`config.mk`:
```
export PLATFORM = sky130hd
export DESIGN_NAME = branch_predict_flat
export DESIGN_NICKNAME = d
export VERILOG_FILES = /design/src/rtl/mips_pkg.sv /design/src/rtl/branch_predict_if.sv /design/src/rtl/bht_sat2.sv /design/src/rtl/branch_predict.sv /design/src/flat_wrapper.sv
export SDC_FILE = /design/constraint.sdc
export NUM_CORES = 1
export LEC_CHECK = 0
export CORE_MARGIN = 3
export CORE_UTILIZATION = 55
export CTS_BUF_LIST = sky130_fd_sc_hd__clkbuf_4 sky130_fd_sc_hd__clkbuf_8
export CTS_CLUSTER_SIZE = 40
export DETAILED_ROUTE_END_ITERATION = 7
export PLACE_DENSITY_LB_ADDON = 0.25
export SLEW_MARGIN = 20
export SYNTH_ARGS = -nofsm -noshare
export SYNTH_HDL_FRONTEND = slang
export SYNTH_HIERARCHICAL = 1
export SYNTH_SLANG_ARGS = --single-unit
```
`constraint.sdc`:
```
create_clock -name CLK -period 7.9 [get_ports CLK]
set_input_delay 2.37 -clock CLK [delete_from_list [all_inputs] [get_ports CLK]]
set_output_delay 2.37 -clock CLK [all_outputs]
set_load 0.02 [all_outputs]
```
`src/rtl/mips_pkg.sv`:
```
// mips_pkg: shared opcodes, 2-bit counter encodings, predictor FSM states and counter update
package mips_pkg;
  localparam logic [5:0] OP_REGIMM = 6'b000001;
  localparam logic [5:0] OP_J      = 6'b000010;
  localparam logic [5:0] OP_JAL    = 6'b000011;
  localparam logic [5:0] OP_BEQ    = 6'b000100;
  localparam logic [5:0] OP_BNE    = 6'b000101;
  localparam logic [5:0] OP_BLEZ   = 6'b000110;
  localparam logic [5:0] OP_BGTZ   = 6'b000111;
  localparam logic [1:0] SNT = 2'b00;
  localparam logic [1:0] WNT = 2'b01;
  localparam logic [1:0] WT  = 2'b10;
  localparam logic [1:0] ST  = 2'b11;
  typedef enum logic {INIT, RUN} state_e;
  function automatic logic [1:0] sat_update(input logic [1:0] cnt, input logic taken);
    return taken ? (cnt == ST ? ST : cnt + 2'd1) : (cnt == SNT ? SNT : cnt - 2'd1);
  endfunction
endpackage

```
`src/rtl/branch_predict_if.sv`:
```
// branch_predict_if: fetch lookup, decode resolve and redirect/stats bundle of the branch predictor
//   fetch : PC_fetch, Instr_fetch -> Pred_taken, Pred_target
//   train : Res_valid, Res_PC, Res_taken, Res_pred, Res_target
//   status: Ready, Mispredict, Redirect_PC, Br_count, Miss_count
interface branch_predict_if;
  logic        Ready;
  logic [31:0] PC_fetch;
  logic [31:0] Instr_fetch;
  logic        Pred_taken;
  logic [31:0] Pred_target;
  logic        Res_valid;
  logic [31:0] Res_PC;
  logic        Res_taken;
  logic        Res_pred;
  logic [31:0] Res_target;
  logic        Mispredict;
  logic [31:0] Redirect_PC;
  logic [31:0] Br_count;
  logic [31:0] Miss_count;
  modport master (
    output PC_fetch, Instr_fetch, Res_valid, Res_PC, Res_taken, Res_pred, Res_target,
    input  Ready, Pred_taken, Pred_target, Mispredict, Redirect_PC, Br_count, Miss_count
  );
  modport slave (
    input  PC_fetch, Instr_fetch, Res_valid, Res_PC, Res_taken, Res_pred, Res_target,
    output Ready, Pred_taken, Pred_target, Mispredict, Redirect_PC, Br_count, Miss_count
  );
endinterface

```
`src/rtl/bht_sat2.sv`:
```
// bht_sat2: table of 2-bit saturating counters, one async read port, one write port
//   clk                  : rising-edge clock
//   init_en_i/init_idx_i : init sweep write of WNT (takes priority over training)
//   upd_en_i/upd_idx_i/upd_taken_i : saturating training update
//   rd_idx_i/rd_cnt_o    : zero-latency lookup, returns the pre-update value
module bht_sat2
  import mips_pkg::*;
#(
  parameter int IDX_W = 6
) (
  input  logic             clk,
  input  logic             init_en_i,
  input  logic [IDX_W-1:0] init_idx_i,
  input  logic             upd_en_i,
  input  logic [IDX_W-1:0] upd_idx_i,
  input  logic             upd_taken_i,
  input  logic [IDX_W-1:0] rd_idx_i,
  output logic [1:0]       rd_cnt_o
);
  logic [1:0] cnt_q [2**IDX_W];
  assign rd_cnt_o = cnt_q[rd_idx_i];
  always_ff @(posedge clk) begin
    if (init_en_i) cnt_q[init_idx_i] <= WNT;
    else if (upd_en_i) cnt_q[upd_idx_i] <= sat_update(cnt_q[upd_idx_i], upd_taken_i);
  end
endmodule

```
`src/rtl/branch_predict.sv`:
```
// branch_predict: fetch-stage 2-bit branch direction predictor with training and mispredict redirect
//   CLK, RESET_N : clock and synchronous active-low reset
//   bp (slave)   : fetch lookup, decode resolve, mispredict/redirect and statistics
module branch_predict
  import mips_pkg::*;
#(
  parameter int IDX_W = 6
) (
  input logic             CLK,
  input logic             RESET_N,
  branch_predict_if.slave bp
);
  state_e           state_q;
  logic [IDX_W-1:0] init_idx_q;
  logic             ready_q;
  logic             mis_q;
  logic [31:0]      redir_q;
  logic [31:0]      br_cnt_q;
  logic [31:0]      miss_cnt_q;
  logic [5:0]       opc;
  logic [4:0]       rt;
  logic             is_cond;
  logic             is_jmp;
  logic             pred_taken;
  logic [1:0]       rd_cnt;
  logic [31:0]      pc4;
  logic [31:0]      br_tgt;
  logic [31:0]      jmp_tgt;
  logic             upd;
  logic             miss;
  assign opc = bp.Instr_fetch[31:26];
  assign rt  = bp.Instr_fetch[20:16];
  // REGIMM only counts as a branch for BLTZ/BGEZ/BLTZAL/BGEZAL
  assign is_cond = (opc == OP_REGIMM && rt inside {5'b00000, 5'b00001, 5'b10000, 5'b10001}) ||
                   opc inside {OP_BEQ, OP_BNE, OP_BLEZ, OP_BGTZ};
  assign is_jmp  = opc == OP_J || opc == OP_JAL;
  assign pc4     = bp.PC_fetch + 32'd4;
  assign br_tgt  = pc4 + {{14{bp.Instr_fetch[15]}}, bp.Instr_fetch[15:0], 2'b00};
  assign jmp_tgt = {pc4[31:28], bp.Instr_fetch[25:0], 2'b00};
  assign pred_taken = ready_q && (is_jmp || (is_cond && rd_cnt >= WT));
  assign upd  = ready_q && bp.Res_valid;
  assign miss = upd && (bp.Res_taken != bp.Res_pred);
  assign bp.Pred_taken  = pred_taken;
  assign bp.Pred_target = !pred_taken ? pc4 : is_jmp ? jmp_tgt : br_tgt;
  assign bp.Ready       = ready_q;
  assign bp.Mispredict  = mis_q;
  assign bp.Redirect_PC = redir_q;
  assign bp.Br_count    = br_cnt_q;
  assign bp.Miss_count  = miss_cnt_q;
  bht_sat2 #(.IDX_W(IDX_W)) u_bht (
    .clk         (CLK),
    .init_en_i   (state_q == INIT),
    .init_idx_i  (init_idx_q),
    .upd_en_i    (upd),
    .upd_idx_i   (bp.Res_PC[IDX_W+1:2]),
    .upd_taken_i (bp.Res_taken),
    .rd_idx_i    (bp.PC_fetch[IDX_W+1:2]),
    .rd_cnt_o    (rd_cnt)
  );
  always_ff @(posedge CLK) begin
    if (!RESET_N) begin
      state_q    <= INIT;
      init_idx_q <= '0;
      ready_q    <= 1'b0;
      mis_q      <= 1'b0;
      redir_q    <= '0;
      br_cnt_q   <= '0;
      miss_cnt_q <= '0;
    end else begin
      if (state_q == INIT) begin
        init_idx_q <= init_idx_q + 1'b1;
        if (&init_idx_q) begin
          state_q <= RUN;
          ready_q <= 1'b1;
        end
      end
      mis_q <= miss;
      // not-taken redirect skips the delay slot
      if (miss) redir_q <= bp.Res_taken ? bp.Res_target : bp.Res_PC + 32'd8;
      br_cnt_q   <= br_cnt_q + 32'(upd);
      miss_cnt_q <= miss_cnt_q + 32'(miss);
    end
  end
endmodule

```
`src/flat_wrapper.sv`:
```
// flat-port wrapper written by rule: the top's interface ports become plain ports
module branch_predict_flat import mips_pkg::*;
#(
  parameter int IDX_W = 6
)
  (CLK, RESET_N, bp_PC_fetch, bp_Instr_fetch, bp_Res_valid, bp_Res_PC, bp_Res_taken, bp_Res_pred, bp_Res_target, bp_Ready, bp_Pred_taken, bp_Pred_target, bp_Mispredict, bp_Redirect_PC, bp_Br_count, bp_Miss_count);
  branch_predict_if bp_i ();
  input logic CLK;
  input logic RESET_N;
  input wire logic [$bits(bp_i.PC_fetch)-1:0] bp_PC_fetch;
  input wire logic [$bits(bp_i.Instr_fetch)-1:0] bp_Instr_fetch;
  input wire logic [$bits(bp_i.Res_valid)-1:0] bp_Res_valid;
  input wire logic [$bits(bp_i.Res_PC)-1:0] bp_Res_PC;
  input wire logic [$bits(bp_i.Res_taken)-1:0] bp_Res_taken;
  input wire logic [$bits(bp_i.Res_pred)-1:0] bp_Res_pred;
  input wire logic [$bits(bp_i.Res_target)-1:0] bp_Res_target;
  output wire logic [$bits(bp_i.Ready)-1:0] bp_Ready;
  output wire logic [$bits(bp_i.Pred_taken)-1:0] bp_Pred_taken;
  output wire logic [$bits(bp_i.Pred_target)-1:0] bp_Pred_target;
  output wire logic [$bits(bp_i.Mispredict)-1:0] bp_Mispredict;
  output wire logic [$bits(bp_i.Redirect_PC)-1:0] bp_Redirect_PC;
  output wire logic [$bits(bp_i.Br_count)-1:0] bp_Br_count;
  output wire logic [$bits(bp_i.Miss_count)-1:0] bp_Miss_count;
  assign bp_i.PC_fetch = bp_PC_fetch;
  assign bp_i.Instr_fetch = bp_Instr_fetch;
  assign bp_i.Res_valid = bp_Res_valid;
  assign bp_i.Res_PC = bp_Res_PC;
  assign bp_i.Res_taken = bp_Res_taken;
  assign bp_i.Res_pred = bp_Res_pred;
  assign bp_i.Res_target = bp_Res_target;
  assign bp_Ready = bp_i.Ready;
  assign bp_Pred_taken = bp_i.Pred_taken;
  assign bp_Pred_target = bp_i.Pred_target;
  assign bp_Mispredict = bp_i.Mispredict;
  assign bp_Redirect_PC = bp_i.Redirect_PC;
  assign bp_Br_count = bp_i.Br_count;
  assign bp_Miss_count = bp_i.Miss_count;
  branch_predict #(.IDX_W(IDX_W)) u_core (.CLK(CLK), .RESET_N(RESET_N), .bp(bp_i));
endmodule
```
==> run metrics, run 1 <==
fin crit share=0.998; DR vias/cell=5.95; Mapped Area=between 10000 and 15000 sq um; first-pass GRT wire length=around 71000 um; multi-input logic area=8390 sq um; DR DRC count=0; post-detail-place hpwl=~33000 um; Routability Congestion=between 0.9 and 1; # port buffers=around 260; Final Util=0.803; Die X=roughly 170 um; Starting Density=0.570; CTS H-tree lvls=2; layout cells sized above 1=0.252; worst slack, placed=-1.10 ns; WS Path Type=primary input to primary output; reg2reg start=u_core/bp.Ready$_SDFFE_PN0P_; FMAX=around 130 MHz; die area=27600 sq um; RSZ-0062 raised after global routing=yes; CP Launch Type=primary input; worst hold endpoint=u_core/bp.Redirect_PC[26]$_SDFFE_PN0P_; min-delay worst type=flip-flop to flip-flop; syn avg cell area=9.83 sq um; Skew-Pair Late Insertion Delay=0.56 ns; TNS Setup=0 ns; Area Overhead vs Synth=40.9%; Setup crit start=bp_PC_fetch[9]; PnR Total Power=2930 uW; first drt pass iteration count=8; pin count of the biggest net entering global routing=between 70 and 80; Post-Route Skew=about 0.033 ns; syn nets=between 1500 and 2000; Syn. warnings=6; Static Leak=0.00795 uW; Routed Antenna Nets=0; CP Capture Type=primary output; Setup-failing EPs final=0; Non-Filler Instances=about 2200; pwr dens=approximately 150 nW/um^2; total grt overflow=0; average wire per cell in the routed design=20.4 um; clock sinks=233; Critical Path AT=roughly 5.5 ns; Slew @ Worst Pin=0.959 ns; Nets=just over 2000; 1st-iter DRT viols=around 1200; routed vias=roughly 13000; Synth Instances=around 1400; Worst-path clk slew=0.06 ns; count of final hold-check violations=0; Worst R2R Setup Slack=about 4.6 ns; critical path fanouts, max=5; initial antenna violation count=2; vias in the first global route=around 13000; clock tree buffer depth=3; hold buffers post-CTS=0; fill count=1575; CTS tree=done; Max-Cap Viols=0; maximum vdd drop=0.173 mV; hold path depth=2; Worst Reg2Reg Path Length in Cells=5; r2r endpoint=u_core/u_bht/cnt_q[11][1]$_DFFE_PP_; status=finished, final reports clean; Critical Path RT=5.53 ns; Cell Rows=57; Max-slew headroom=0.360; Total GRT Usage=0.318; Final Worst Setup Slack=about 0.017 ns; final wirelength=around 46000 um; core area=roughly 25000 sq um; CTS buffer count=39; crit path time final=roughly 7.9 ns; critical hold path startpoint=u_core/bp.Redirect_PC[26]$_SDFFE_PN0P_; die height=roughly 170 um; fin. max-slew vios=0; Clk Tree Root Cell=clkbuf_8; register area=approximately 5900 sq um; Placed Cells=~2200; I/O Pins=roughly 260
-- how the worst max path moves through the flow --
stage / end / slack [ns] / depth (start not counted)
5_1_grt: bp_Pred_target[31] / -0.06 / 18
4_1_cts: bp_Pred_target[31] / -0.04 / 16
3_3_place_gp: bp_Pred_target[28] / -1.05 / 18
6_report: bp_Pred_target[25] / 0.02 / 18
3_5_place_dp: bp_Pred_target[31] / -1.10 / 16
2_1_floorplan: bp_Pred_target[17] / 0.11 / 12
-- power breakdown --
part / internal (uW) / total (uW) / switching, uW
sequential: 1270 / 1270 / 3.17
combinational: 274 / 557 / 284
clock: 625 / 1100 / 477
total: 2170 / 2930 / 764
-- stage by stage --
step / area, sq um / hold WS (ns)
global route: 19900 / 0.485
floorplan: 14100 / 0.490
detailed placement: 18400 / 0.454
CTS: 19600 / 0.466
global placement: 18400 / 0.442
finish: 19900 / 0.468
-- layer usage --
| metal | global-route usage | vias up | share of wire | wire (um) |
|---|---|---|---|---|
| met1 | 0.424 | 6397 | 0.41 | 18700 |
| met3 | 0.0586 | 121 | 0.081 | 3700 |
| met5 | 0 | - | 0 | 0 |
| li1 | - | 6176 | - | - |
| met4 | 0.105 | 0 | 0.029 | 1350 |
| met2 | 0.528 | 646 | 0.48 | 22000 |
-- layout make-up --
type                    count  share of cell area
multi-input cells        1108               0.422
clock buffers              60              0.0368
clock inverters            10             0.00403
well taps                 324              0.0204
flip-flops and latches    233               0.299
repair buffers            484               0.213
inverters                  20             0.00390
diodes                      2            0.000252
-- state kept, by name (all words and copies together) (netlist names) --
signal,flops
u_core/bp.Miss_count,32
u_core/bp.Mispredict,1
u_core/u_bht/cnt_q,128
u_core/bp.Br_count,32
u_core/bp.Ready,1
u_core/init_idx_q,6
u_core/bp.Redirect_PC,32
u_core/state_q,1
-- worst max-delay path, cell delays in order --
cell	delay [ns]
buf_2	0.12
nand4_4	0.11
buf_6	0.14
nor4_4	0.36
nand2_2	0.13
buf_6	0.15
buf_4	0.13
xnor2_2	0.16
buf_4	0.16
ha_1	0.32
nand2_2	0.08
o21ai_1	0.33
buf_4	0.20
a21oi_1	0.07
nand3_1	0.09
mux2i_1	0.07
nand4b_1	0.29
buf_4	0.24
-- placed cells by master, fill, tap and decap left out, types with 8 or more instances in the layout --
master           count
a21oi_1             33
mux2i_1             24
buf_4              216
a31oi_1             11
dlygate4sd2_1        9
o2111ai_1            8
and2_1              73
dfxtp_1            105
nor3_1              14
edfxtp_1           128
nor2_1             135
mux4_2              38
ha_1                38
a21oi_2             14
xnor2_2             11
xnor2_1             66
a21boi_0            13
xor2_1              53
a21o_1               9
clkbuf_8            45
clkdlybuf4s50_1    208
nand4_1             27
and4_1              13
buf_2               20
nand2b_1            13
o21ai_0             36
nand3_1             85
and3_1              32
nor2b_1             14
clkbuf_4            16
nand2_1            149
or3_1               11
inv_1               19
buf_6                8
-- repair_timing --
action,CTS,global route
cloned,1,0
pin swaps,31,39
setup buffers,14,4
setup endpoints to repair,31,30
gates resized for setup,215,102
Power figures use the tool's default switching activity.
==> run 2: changes to the inputs <==
Settings changed: CELL_PAD_IN_SITES_DETAIL_PLACEMENT from default to 1, CELL_PAD_IN_SITES_GLOBAL_PLACEMENT from default to 2, CORE_UTILIZATION 55 to 37, MAX_ROUTING_LAYER from default to met4.
Clock period 7.9 ns to 9.6 ns, I/O delays scaled along.
==> run metrics, run 2 (synthesis gave the netlist of run 1 again) <==
status=finished with violations; failing checks=negative setup slack; CP Capture Point=bp_Pred_target[31]; Worst Reg2Reg Path Length in Cells=12 (+7); Worst-path clk slew=0.06 ns (about the same); Cell Rows=70 (+23%); Slew @ Worst Pin=1.07 ns (+0.111 ns); maximum vdd drop=0.0955 mV (-45%); initial antenna violation count=1 (-1); pwr dens=127 nW/um^2 (-14%); CTS tree=done; vias in the first global route=13700 (+4.0%); Clk network pwr share=0.410 (+0.034); hold buffers post-CTS=0 (unchanged); Max-slew headroom=0.282 (-0.0779); min-delay worst type=flip-flop to flip-flop; fin crit share=1.00; Starting Density=0.381 (-0.189); final wirelength=50300 um (+9.9%); fin. max-slew vios=0 (unchanged); clock tree buffer depth=3 (unchanged); RSZ-0062 raised after global routing=yes; core area=37000 sq um (+50%); Setup-failing EPs final=1 (+1); P_int=1870 uW (-14%); most common cell after layout, fill and taps aside=clkdlybuf4s50_1; most frequent cells in the layout=229 x clkdlybuf4s50_1, 193 x buf_4, 155 x nand2_1; Post-Route Skew=0.0326 ns (-0.000846 ns); Area Overhead vs Synth=39.0%; I/O Pins=264 (unchanged); layout cells sized above 1=0.191 (-0.0616); WS Path Type=primary input to primary output; Routability Congestion=0.939 (+0.85%); die area=40500 sq um (+47%); DR DRC count=0 (unchanged); critical path fanouts, max=6 (+1); clock sinks=233 (unchanged); average wire per cell in the routed design=21.0 um (+2.6%); DR vias/cell=5.38 (-9.7%); Max-Cap Viols=0 (unchanged); post-route design area=19600 sq um (-1.4%); switching portion of total power=0.253 (-0.00733); CP Launch Type=primary input; Critical Path RT=6.72 ns (+1.19 ns); first-pass GRT wire length=78100 um (+9.7%); Setup crit start=bp_PC_fetch[10]; Final Worst Setup Slack=-0.00437 ns (-0.0219 ns); pin count of the biggest net entering global routing=70 (-5.4%); Switch Pwr=632 uW (-17%); total grt overflow=0 (unchanged); worst slack, placed=-0.621 ns (+0.476 ns); # port buffers=263 (unchanged); reg2reg start=u_core/bp.Ready$_SDFFE_PN0P_; routed vias=12900 (-3.3%); post-detail-place hpwl=37400 um (+13%); CTS H-tree lvls=2 (unchanged); Clk Tree Root Cell=clkbuf_8; Comb pwr share=0.170 (-0.020); count of final hold-check violations=0 (unchanged); CTS buffer count=42 (+7.7%); Total GRT Usage=0.249 (-0.0694); first drt pass iteration count=5 (-3); die height=201 um (+21%); Routed Antenna Nets=0 (unchanged); FMAX=about 100 MHz; Placed Area=18400 sq um (+0.14%); PnR Total Power=2500 uW (-15%); Nets=2040 (-1.1%); 1st-iter DRT viols=653 (-47%); Skew-Pair Late Insertion Delay=0.59 ns (+0.03 ns); Seq pwr share=0.420 (-0.014); Die X=201 um (+21%); r2r endpoint=u_core/bp.Miss_count[26]$_SDFF_PN0_; Largest register FFs=128 (unchanged); CP Capture Type=primary output; crit path time final=around 9.6 ns; Largest Register=u_core/u_bht/cnt_q; Critical Path AT=6.72 ns (+1.21 ns); Worst R2R Setup Slack=6.16 ns (+1.52 ns); Static Leak=0.00780 uW (-1.8%)
## run 2: area by class of cell
type	count	area [sq um]
Antenna cell	1	2.50
Clock buffer	59	712
Clock inverter	16	199
Fill cell	4165	17400
Inverter	20	75.1
Multi-Input combinational cell	1108	7930
Sequential cell	233	5950
Tap cell	504	631
Timing Repair Buffer	458	4100
## run 2: critical path, stage by stage
cell             delay, ns
clkdlybuf4s50_1       0.53
nand2_1               0.09
buf_4                 0.14
nor4_4                0.30
nand2_2               0.16
buf_4                 0.17
nor3_2                0.23
xor2_1                0.27
ha_1                  0.33
a21oi_2               0.17
o21ai_1               0.13
a221oi_2              0.28
buf_4                 0.15
o21ai_0               0.11
a211oi_2              0.32
buf_4                 0.16
xnor2_1               0.11
buf_4                 0.17
## run 2: how the worst min path moves through the flow
stage / from / end / slack [ns] / depth (start not counted)
after detailed placement: u_core/bp.Redirect_PC[23]$_SDFFE_PN0P_ / u_core/bp.Redirect_PC[23]$_SDFFE_PN0P_ / 0.45 / 2
final: u_core/bp.Redirect_PC[23]$_SDFFE_PN0P_ / u_core/bp.Redirect_PC[23]$_SDFFE_PN0P_ / 0.46 / 2
after global routing: u_core/bp.Redirect_PC[24]$_SDFFE_PN0P_ / u_core/bp.Redirect_PC[24]$_SDFFE_PN0P_ / 0.49 / 2
after global placement: u_core/bp.Redirect_PC[15]$_SDFFE_PN0P_ / u_core/bp.Redirect_PC[15]$_SDFFE_PN0P_ / 0.44 / 2
after floorplan: u_core/init_idx_q[5]$_SDFFE_PN0N_ / u_core/init_idx_q[5]$_SDFFE_PN0N_ / 0.49 / 2
after CTS: u_core/bp.Redirect_PC[23]$_SDFFE_PN0P_ / u_core/bp.Redirect_PC[23]$_SDFFE_PN0P_ / 0.46 / 2
## run 2: power by group through the flow
stage | Clock [uW] | Sequential [uW] | Combinational, uW
after floorplan | 0 | 1070 | 194
after global placement | 0 | 1070 | 405
after detailed placement | 0 | 1070 | 412
after CTS | 1060 | 1050 | 419
after global routing | 1100 | 1050 | 461
final | 1020 | 1050 | 425
## run 2: metal layers
layer	GRT usage	vias up	routed length [um]
met5	-	-	0
met4	0.0688	0	1240
met3	0.0519	90	2560
met2	0.425	326	25000
met1	0.299	6352	21500
li1	-	6128	-
## run 2: what timing repair did
item                       CTS  global route
setup endpoints to repair   31            29
setup buffers               10             4
gates resized for setup     48            60
pin swaps                    8             6
gates cloned                 0             0
## run 2: metrics by stage
step / hold slack [ns] / cells / utilization / TNS, ns
2_1_floorplan: 0.490 / 1435 / - / 0
3_5_place_dp: 0.448 / 2309 / 0.497 / -9.18
4_1_cts: 0.461 / 2394 / 0.525 / 0
3_3_place_gp: 0.442 / 2309 / 0.497 / -8.02
5_1_grt: 0.489 / 2399 / 0.529 / -0.773
6_report: 0.457 / 2399 / 0.529 / -0.00437
==> run 3: changes to the inputs <==
Settings changed: CORE_ASPECT_RATIO from default to 0.9.
==> run metrics, run 3 (synthesis gave the netlist of run 1 again) <==
count of final hold-check violations=0 (unchanged); Cell Rows=67 (-4.3%); vias in the first global route=13800 (+0.18%); fin crit share=0.984 (-0.0170); pwr dens=123 nW/um^2 (-3.8%); Clk Tree Root Cell=clkbuf_8; Max-Cap Viols=0 (unchanged); Non-Filler Instances=2391 (-0.33%); most frequent cells in the layout=229 x clkdlybuf4s50_1, 200 x buf_4, 155 x nand2_1; Die X=212 um (+5.2%); Largest Register=u_core/u_bht/cnt_q; crit path time final=9.44 ns (-0.163 ns); CP Launch Type=primary input; average wire per cell in the routed design=21.1 um (+0.76%); fin. max-slew vios=0 (unchanged); Critical Path RT=6.72 ns (about the same); core area=37400 sq um (+0.92%); clock tree buffer depth=3 (unchanged); most common cell after layout, fill and taps aside=clkdlybuf4s50_1; Nets=2048 (+0.39%); worst slack, placed=-0.547 ns (+0.0744 ns); Max-slew headroom=0.373 (+0.0908); final wirelength=50500 um (+0.42%); FMAX=106 MHz (+1.7%); I/O Pins=264 (unchanged); RSZ-0062 raised after global routing=yes; 1st-iter DRT viols=929 (+42%); clock sinks=233 (unchanged); Final Worst Setup Slack=0.158 ns (+0.163 ns); min-delay worst type=flip-flop to flip-flop; first-pass GRT wire length=78000 um (-0.14%); die height=191 um (-5.0%); layout cells sized above 1=0.192 (+0.00120); CP Capture Type=primary output; Starting Density=0.377 (-0.00346); die area=40500 sq um (about the same); total grt overflow=0 (unchanged); critical hold path startpoint=u_core/bp.Redirect_PC[15]$_SDFFE_PN0P_; Total GRT Usage=0.253 (+0.00392); DR DRC count=0 (unchanged); CTS buffer count=42 (unchanged); # port buffers=263 (unchanged); Worst-path clk slew=0.06 ns (about the same); pin count of the biggest net entering global routing=83 (+19%); reg2reg start=u_core/bp.Ready$_SDFFE_PN0P_; WS Path Type=primary input to primary output; post-detail-place hpwl=38000 um (+1.5%); Min Hold Slack=0.464 ns (+0.00716 ns); status=finished, final reports clean; Post-Route Skew=0.0400 ns (+0.00739 ns); Routed Antenna Nets=0 (unchanged); CTS H-tree lvls=2 (unchanged); Static Leak=0.00781 uW (+0.14%); TNS Setup=0 ns (+0.00437 ns); Slew @ Worst Pin=0.939 ns (-0.130 ns); CTS tree=done; maximum vdd drop=0.103 mV (+8.2%); Setup crit start=bp_PC_fetch[18]; routed vias=13100 (+1.2%); Critical Path AT=6.56 ns (-0.16 ns); initial antenna violation count=5 (+4); Routability Congestion=0.913 (-2.9%); critical path fanouts, max=5 (-1); DR vias/cell=5.46 (+1.6%); Setup-failing EPs final=0 (-1); first drt pass iteration count=5 (unchanged); Skew-Pair Late Insertion Delay=0.59 ns (about the same); Area Overhead vs Synth=38.8%; Placed Cells=2300 (-0.39%); Largest register FFs=128 (unchanged)
run 3: through the flow:
stage / total power (uW) / util / instance area (sq um)
2_1_floorplan: 1260 / - / 14100
3_3_place_gp: 1480 / 0.494 / 18500
3_5_place_dp: 1490 / 0.494 / 18500
4_1_cts: 2420 / 0.520 / 19400
5_1_grt: 2510 / 0.524 / 19600
6_report: 2400 / 0.524 / 19600
run 3: critical path, cell delays in order:
cell and delay (ns):
clkdlybuf4s50_1 0.53, nand2_1 0.10, buf_4 0.16, nor4_4 0.33
nand2_2 0.13, buf_4 0.18, nor3_2 0.19, xor2_1 0.24
ha_1 0.33, a21oi_1 0.15, o21ai_0 0.15, a221oi_2 0.36
o21ai_0 0.16, a211oi_2 0.33, xnor2_1 0.15, clkbuf_2 0.18
run 3: path summary, 6_finish.rpt:
kind	end	slack, ns	cells past startpoint
min reg2reg	u_core/bp.Redirect_PC[15]$_SDFFE_PN0P_	0.46	2
min	u_core/bp.Redirect_PC[15]$_SDFFE_PN0P_	0.46	2
max	bp_Pred_target[31]	0.16	16
max reg2reg	u_core/u_bht/cnt_q[10][0]$_DFFE_PP_	6.43	5
run 3: report_power, final:
part	leakage (uW)	switching [uW]	internal, uW
registers	0.00219	2.76	1050
logic	0.00519	220	212
clock network	0.000438	421	500
run 3: area by class of cell:
| cell class | count | area, sq um |
|---|---|---|
| antenna | 5 | 12.5 |
| fill | 4200 | 17800 |
| tap | 483 | 604 |
| timing repair buffer | 466 | 4170 |
| sequential | 233 | 5950 |
| clock inverter | 16 | 88.8 |
| multi-input combinational | 1108 | 7940 |
| inverter | 20 | 75.1 |
| clock buffer | 60 | 738 |
run 3: timing repair:
action / in CTS / in global routing
gates resized for setup: 50 / 46
buffers inserted: 7 / 3
pin swaps: 2 / 11
hold buffers: 0 / 0
endpoints found under the setup margin: 31 / 30
run 3: per-layer routing:
layer / share of wire / vias up / track usage
met3: 0.052 / 59 / 0.0381
met2: 0.49 / 340 / 0.423
met1: 0.44 / 6501 / 0.322
li1: - / 6155 / -
met5: 0 / - / -
met4: 0.017 / 0 / 0.0659
